`src/rtl/rolling_variance.sv`:
```
// rolling_variance: rolling-window variance radicand feeding a sqrt unit over a start/busy handshake.
// Define ROLLING_VARIANCE_SAT_EN to clamp an out-of-range radicand to all ones instead of wrapping.
module rolling_variance #(
  parameter int WIDTH  = 32,
  parameter int FBITS  = 16,
  parameter int DWIDTH = 8,
  parameter int LOG2_N = 4
) (
  input  logic              i_clk,
  input  logic              i_rst,
  input  logic              i_valid,
  input  logic [DWIDTH-1:0] i_sample,
  input  logic              i_busy,
  output logic              o_start,
  output logic [WIDTH-1:0]  o_rad,
  output logic              o_warm
);
  localparam int N    = 1 << LOG2_N;
  localparam int SUMW = DWIDTH + LOG2_N;
  localparam int SQW  = 2 * DWIDTH + LOG2_N;
  localparam int NW   = 2 * DWIDTH + 2 * LOG2_N;
  localparam int XW   = (NW + FBITS > WIDTH) ? NW + FBITS : WIDTH + 1;
  typedef enum logic [1:0] {IDLE, MUL, ISSUE, HOLD} state_t;
  state_t state, state_n;
  logic [DWIDTH-1:0] win [N];
  logic [LOG2_N-1:0] wr_ptr;
  logic [LOG2_N:0]   fill;
  logic [SUMW-1:0]   sum, sum_s;
  logic [SQW-1:0]    sumsq, sumsq_s;
  logic [NW-1:0]     num;
  logic [DWIDTH-1:0] old;
  logic [WIDTH-1:0]  rad_n;
  logic              pending, snap;
  assign o_warm = fill == (LOG2_N + 1)'(N);
  assign old    = o_warm ? win[wr_ptr] : '0;
  assign snap   = state == IDLE && pending && o_warm;
`ifdef ROLLING_VARIANCE_SAT_EN
  logic [XW-1:0] scaled;
  assign scaled = XW'({num, {FBITS{1'b0}}}) >> (2 * LOG2_N);
  assign rad_n  = |scaled[XW-1:WIDTH] ? '1 : scaled[WIDTH-1:0];
`else
  assign rad_n  = WIDTH'(XW'({num, {FBITS{1'b0}}}) >> (2 * LOG2_N));
`endif
  // window contents need no reset: fill masks stale entries until N fresh samples land
  always_ff @(posedge i_clk)
    if (i_valid) win[wr_ptr] <= i_sample;
  always_ff @(posedge i_clk or posedge i_rst)
    if (i_rst) state <= IDLE;
    else state <= state_n;
  always_comb
    state_n = state == IDLE  ? (snap ? MUL : IDLE) :
              state == MUL   ? ISSUE :
              state == ISSUE ? (i_busy ? ISSUE : HOLD) : IDLE;
  always_comb o_start = state == HOLD;
  always_ff @(posedge i_clk or posedge i_rst)
    if (i_rst) begin
      wr_ptr  <= '0;
      fill    <= '0;
      sum     <= '0;
      sumsq   <= '0;
      pending <= 1'b0;
      sum_s   <= '0;
      sumsq_s <= '0;
      num     <= '0;
      o_rad   <= '0;
    end else begin
      if (i_valid) begin
        wr_ptr <= wr_ptr + 1'b1;
        fill   <= o_warm ? fill : fill + 1'b1;
        sum    <= sum + SUMW'(i_sample) - SUMW'(old);
        sumsq  <= sumsq + SQW'(i_sample) * SQW'(i_sample) - SQW'(old) * SQW'(old);
      end
      // a sample landing on the snapshot edge keeps pending so the newer window is computed next
      pending <= i_valid | (pending & ~snap);
      if (snap) begin
        sum_s   <= sum;
        sumsq_s <= sumsq;
      end
      if (state == MUL) num <= (NW'(sumsq_s) << LOG2_N) - NW'(sum_s) * NW'(sum_s);
      if (state == ISSUE && !i_busy) o_rad <= rad_n;
    end
endmodule
```
`config.mk`:
```
export PLATFORM = sky130hd
export DESIGN_NAME = rolling_variance
export DESIGN_NICKNAME = d
export VERILOG_FILES = /design/src/rtl/rolling_variance.sv
export SDC_FILE = /design/constraint.sdc
export NUM_CORES = 1
export LEC_CHECK = 0
export ABC_CLOCK_PERIOD_IN_PS = 17500
export CORE_UTILIZATION = 58
export DETAILED_ROUTE_END_ITERATION = 16
export DONT_BUFFER_PORTS = 1
export PLACE_DENSITY_LB_ADDON = 0.12
export SLEW_MARGIN = 0
export SYNTH_ARGS = -nofsm -noshare
export SYNTH_HDL_FRONTEND = slang
export SYNTH_SLANG_ARGS = --single-unit
export TNS_END_PERCENT = 30
```
`constraint.sdc`:
```
create_clock -name i_clk -period 17.5 [get_ports i_clk]
set_input_delay 1.75 -clock i_clk [delete_from_list [all_inputs] [get_ports i_clk]]
set_output_delay 1.75 -clock i_clk [all_outputs]
set_load 0.02 [all_outputs]
```
### After elaboration in Yosys (flattened, before gate mapping)

Memory sizes are Yosys's and may differ from the RTL's.
Cells that the tools add are included.

| cells by class | value |
|---|---|
| div/mod/pow operators | 0 |
| $mul | 3 |
| bitwise operators | 4 |
| add/subtract/negate cells | 7 |
| reductions and logical operators | 6 |
| shift operators | 0 |
| equal/unequal tests | 4 |
| muxes and demuxes | 8 |
| $lt $le $gt $ge | 0 |

Operator list:

| operator | number |
|---|---|
| 8-bit by 8-bit multiplier with 16-bit output | 2 |
| 12-bit by 12-bit multiplier with 24-bit output | 1 |
| 24-bit subtractor | 1 |
| 20-bit by 16-bit adder with 20-bit output | 1 |
| 20-bit by 16-bit subtractor with 20-bit output | 1 |
| 12-bit by 8-bit adder with 12-bit output | 1 |
| 12-bit by 8-bit subtractor with 12-bit output | 1 |
| 8-bit 2-to-1 mux | 1 |
| 2-bit 2-to-1 mux | 3 |
| 5-bit by 1-bit adder with 5-bit output, second input constant | 1 |
| 5-bit == test, second input constant | 1 |
| 4-bit by 1-bit adder with 4-bit output, second input constant | 1 |
| 2-bit == test, second input constant | 2 |
| 1-bit 2-to-1 mux | 4 |
| 1-bit logical AND | 3 |
| 2-bit by 1-bit == test with 1-bit output, second input constant | 1 |
| 2-bit logical NOT | 1 |
| 1-bit inverter | 2 |
| 2-bit AND reduction | 1 |
| 1-bit AND | 1 |
| 1-bit logical NOT | 1 |
| 1-bit OR | 1 |

| word-level totals | value |
|---|---|
| bits in read-only memories | 0 |
| bits in latches | 0 |
| word-level logic and storage cells | 43 |
| bits in writable memories | 128 |
| memories | 1 |
| register bits | 124 |
| output and inout bits | 34 |

Memory list:

| name | words | bits a word | read ports | clocked after Yosys merged registers in | wr ports | RTL line | RTL |
|---|---|---|---|---|---|---|---|
| win | 16 | 8 | 1 | 0 | 1 | 25 | `logic [DWIDTH-1:0] win [N];` |

### Longest topological paths before layout

| depth | value |
|---|---|
| word-level depth | 6 |
| gate-level depth with buffers | 28 |
| mapped depth without buffers | 25 |

### Worst setup path after synthesis

Ideal clock, no wire load.

| timing | value |
|---|---|
| kind | reg2reg |
| from | reg wr_ptr[1] |
| to | reg sumsq[16] |
| path slack | 10571 ps |
| cell stages (with the launch flop) | 28 |
| period minus slack after synthesis | 6929 ps |
| data required time | 17363 ps |
| arrival | 6792 ps |
| cells stage by stage | dfrtp_1 buf_2 buf_2 buf_2 buf_2 mux4_2 mux4_2 nand2_2 inv_2 nand2_4 inv_2 fa_1 fa_1 fa_1 inv_1 fa_1 fa_1 inv_1 fa_1 inv_1 ha_1 o21ai_0 a21oi_1 and3_1 a211oi_1 o21ai_0 xnor2_1 a21oi_1 |

| between the ends | value |
|---|---|
| word-level cells in the longest chain between the ends | 4 |

RTL lines:

| what | RTL line | RTL |
|---|---|---|
| start: declaration | 26 | `logic [LOG2_N-1:0] wr_ptr;` |
| start signal: assignment | 68 | `wr_ptr <= wr_ptr + 1'b1;` |
| memory 16 x 8 bit | n/a |  |
| 8-bit 2-to-1 mux | 35 | `assign old = o_warm ? win[wr_ptr] : '0;` |
| 8-bit by 8-bit multiplier with 16-bit output | 71 | `sumsq <= sumsq + SQW'(i_sample) * SQW'(i_sample) - SQW'(old) * SQW'(old);` |
| 20-bit by 16-bit subtractor with 20-bit output | 71 |  |
| end signal: assignment | 71 |  |
| end: declaration | 29 | `logic [SQW-1:0] sumsq, sumsq_s;` |

No other way between the ends.
A chain may end at the register's enable or synchronous reset.

### Final worst setup path

| timing | value |
|---|---|
| from | reg wr_ptr[0] |
| to | reg sumsq[16] |

The elaborated chain is that of the path after synthesis.

==> impl_metrics.tcl <==
set metrics [dict create \
    finish.instance_area_sq_um 20700 \
    min_period_ns 8.00 \
    post_drt_via_cell_ratio 5.37 \
    synth.distinct_cells 60 \
    cp-start-kind "register" \
    drtAntennaViolNets 0 \
    path_delay_family "adder cells" \
    rsz0062_at_grt "no" \
    crit_type "reg2reg" \
    wirelength_um 37600 \
    syn_inst 1713 \
    critPathRequiredTime_ns 17.95 \
    path_cells "buf_4, mux4_1, mux2_2, a21oi_1, nand2b_2, or2b_2, inv_1, fa_1, fa_1, fa_1, inv_1, fa_1, fa_1, inv_1, fa_1, inv_1, ha_1, o21ai_0, a21oi_1, and3_1, a211oi_1, o21ai_0, xnor2_1, a21oi_1" \
    finalWorstSetupSlack_ns 9.50 \
    dp_hpwl_um 28900 \
    ff_latch_area_sq_um 6900 \
    cts_buffer_depth 3 \
    vias 11600 \
    clk_latency_ns 0.56 \
    synth-seq-area-share_pct 35.3 \
    cts_tree "built" \
    drt_iter0_drc 566 \
    n_antenna_cell 0 \
    timing.rr.end "sumsq[16]$_DFFE_PP0P_" \
    setup_viol 0 \
    slowest_delay_ns 0.76 \
    status "finished, final reports clean" \
    holdPathEnd "sumsq_s[8]$_DFFE_PP0P_" \
    hold_path.class "reg2reg" \
    port_buffers 0 \
    report.final.slew_viol_count 0 \
    finalCritPeriodShare_pct 45.7 \
    worst_pin_slew_ns 0.942 \
    hold_viol 0 \
    grt_pass1_vias 12300 \
    drive_above_1_share_pct 7.87 \
    track_usage_pct 23.6 \
    cts-root-buf "clkbuf_16" \
    multi_input_area_sq_um 11000 \
    min_from "sumsq_s[8]$_DFFE_PP0P_" \
    synth.avg_cell_area_sq_um 11.4 \
    synthArstFlopShare_pct 48.8 \
    grt_max_degree 69 \
    syn_area_sq_um 19500 \
    fmax_mhz 125 \
    place_congestion 0.861 \
    syn_to_final_growth_pct 5.79 \
    final_cell_mix "inv_1 (361), fa_1 (203), ha_1 (152)" \
    chipHeight_um 186 \
    slowest_stage "dfrtp_1" \
    worstReg2RegStart "wr_ptr[0]$_DFFE_PP0P_" \
    fin_skew_ns 0.0153 \
    yosys_warnings 0 \
    cts_resized 0 \
    reg2reg_depth 24 \
    design.core.area_sq_um 32900 \
    dp_slack_ns 9.48 \
    cpMostUsedCell "fa_1" \
    max_slew_margin_pct 37.1 \
    fp-row-count 66 \
    synth_edf_count 128 \
    cts_setup_buffers 0 \
    grt_overflow_total 0 \
    ctsHtreeMaxLevel 1 \
    ios 46 \
    layout_commonest_cell "inv_1" \
    fin_worst_hold_slack_ns 0.477 \
    initial_utilization_pct 59.5 \
    synthFlopType "edfxtp_1" \
    wl_per_cell_um 17.4 \
    antenna_found_initial 0 \
    clock-sinks 250 \
    crit_fanout 25 \
    drc 0 \
    dieArea_sq_um 34400 \
    die_w_um 186 \
    grt_first_pass_wirelength_um 62600 \
    cp.arrival_ns 8.45 \
    first_pass_iters 5 \
    cts_hold_buf 0 \
    fin_tns_setup_ns 0 \
    maxCapViolations 0 \
    path_clk_slew_ns 0.06 \
    synth_seq_cells 250 \
    dpl-instance-area_sq_um 19800 \
    fillerInstances 2660 \
    end_kind "register" \
    nets 2061 \
    reg2reg_slack_ns 9.50 \
    numCtsBuffers 27 \
    holdPathStages 2 \
    critPathBufInv 5 \
]
-- state kept, by name, indices dropped and copies added, names as in the netlist --
signal   count
fill         5
num         23
o_rad       23
pending      1
state        2
sum         12
sum_s       12
sumsq       20
sumsq_s     20
win        128
wr_ptr       4
-- logic make-up (layout without fill, tap and decap cells) --
| kind of cell | count (synthesis) | in the layout | synth area share [%] |
|---|---|---|---|
| AND/OR/NAND/NOR | 324 | 324 | 7.99 |
| XOR/XNOR | 68 | 68 | 3.05 |
| buffers and inverters | 425 | 420 | 8.66 |
| multiplexers | 114 | 114 | 9.13 |
| flip-flops | 250 | 250 | 35.3 |
| AO/OA/AOI/OAI | 176 | 176 | 5.33 |
| other | 1 | 8 | 0.0192 |
| adder cells (fa/ha/maj) | 355 | 355 | 30.5 |
-- metal layers --
metal  vias up  routed length (um)  global-route usage (%)
met5         -                   0                       0
met1      5831               16600                    30.7
met3        58                1220                    2.70
met2       193               18700                    41.6
met4         0                1080                    6.46
li1       5502                   -                       -
-- cell usage after synthesis (9+ instances only) --
master	number	share of area (%)
a21oi_1	55	1.4
a21o_1	14	0.54
fa_1	203	21
dfrtp_1	122	16
a31oi_1	10	0.32
inv_1	362	7.0
nand2_1	131	2.5
edfxtp_1	128	20
and2_1	54	1.7
mux4_1	29	3.9
nor2b_1	15	0.48
mux2i_1	11	0.56
o21ai_0	56	1.4
nor3_1	9	0.23
xor2_1	17	0.76
xnor2_1	51	2.3
buf_4	9	0.35
mux2_2	67	3.9
and3_1	12	0.38
nand3_1	14	0.36
nor2_1	54	1.0
ha_1	152	9.7
clkbuf_1	34	0.65
-- layout make-up --
| class | instances | share of cell area, % |
|---|---|---|
| tap | 442 | 2.67 |
| timing repair buffer | 5 | 0.182 |
| multi-input combinational | 1045 | 53.1 |
| clock inverter | 11 | 0.508 |
| sequential | 250 | 33.4 |
| clock buffer | 39 | 3.49 |
| inverter | 365 | 6.65 |
-- worst register-to-register path, cell delays in order (launching register included) --
cell      delay (ns)
dfrtp_1         0.76
buf_4           0.48
mux4_1          0.60
mux2_2          0.27
a21oi_1         0.28
nand2b_2        0.27
or2b_2          0.20
inv_1           0.07
fa_1            0.55
fa_1            0.43
fa_1            0.52
inv_1           0.06
fa_1            0.50
fa_1            0.54
inv_1           0.05
fa_1            0.52
inv_1           0.04
ha_1            0.35
o21ai_0         0.21
a21oi_1         0.11
and3_1          0.20
a211oi_1        0.42
o21ai_0         0.21
xnor2_1         0.18
a21oi_1         0.08
-- per-stage QoR --
step	instances	util (%)
floorplan	1720	-
global placement	2107	60.4
detailed placement	2107	60.4
CTS	2157	62.9
global route	2157	62.9
finish	2157	62.9
-- worst max path at each step --
stage                                      from               endpoint  slack [ns]  cells after the start
after floorplan           wr_ptr[1]$_DFFE_PP0P_  sumsq[16]$_DFFE_PP0P_       10.57                     27
after global placement    wr_ptr[0]$_DFFE_PP0P_  sumsq[16]$_DFFE_PP0P_        9.66                     24
final                     wr_ptr[0]$_DFFE_PP0P_  sumsq[16]$_DFFE_PP0P_        9.50                     24
after detailed placement  wr_ptr[0]$_DFFE_PP0P_  sumsq[16]$_DFFE_PP0P_        9.48                     24
after CTS                 wr_ptr[0]$_DFFE_PP0P_  sumsq[16]$_DFFE_PP0P_        9.47                     24
after global routing      wr_ptr[0]$_DFFE_PP0P_  sumsq[16]$_DFFE_PP0P_        9.05                     24
Power is left out: the tool's default activity adds up to more than one toggle a clock period on the data nets, which glitch-free logic cannot reach.
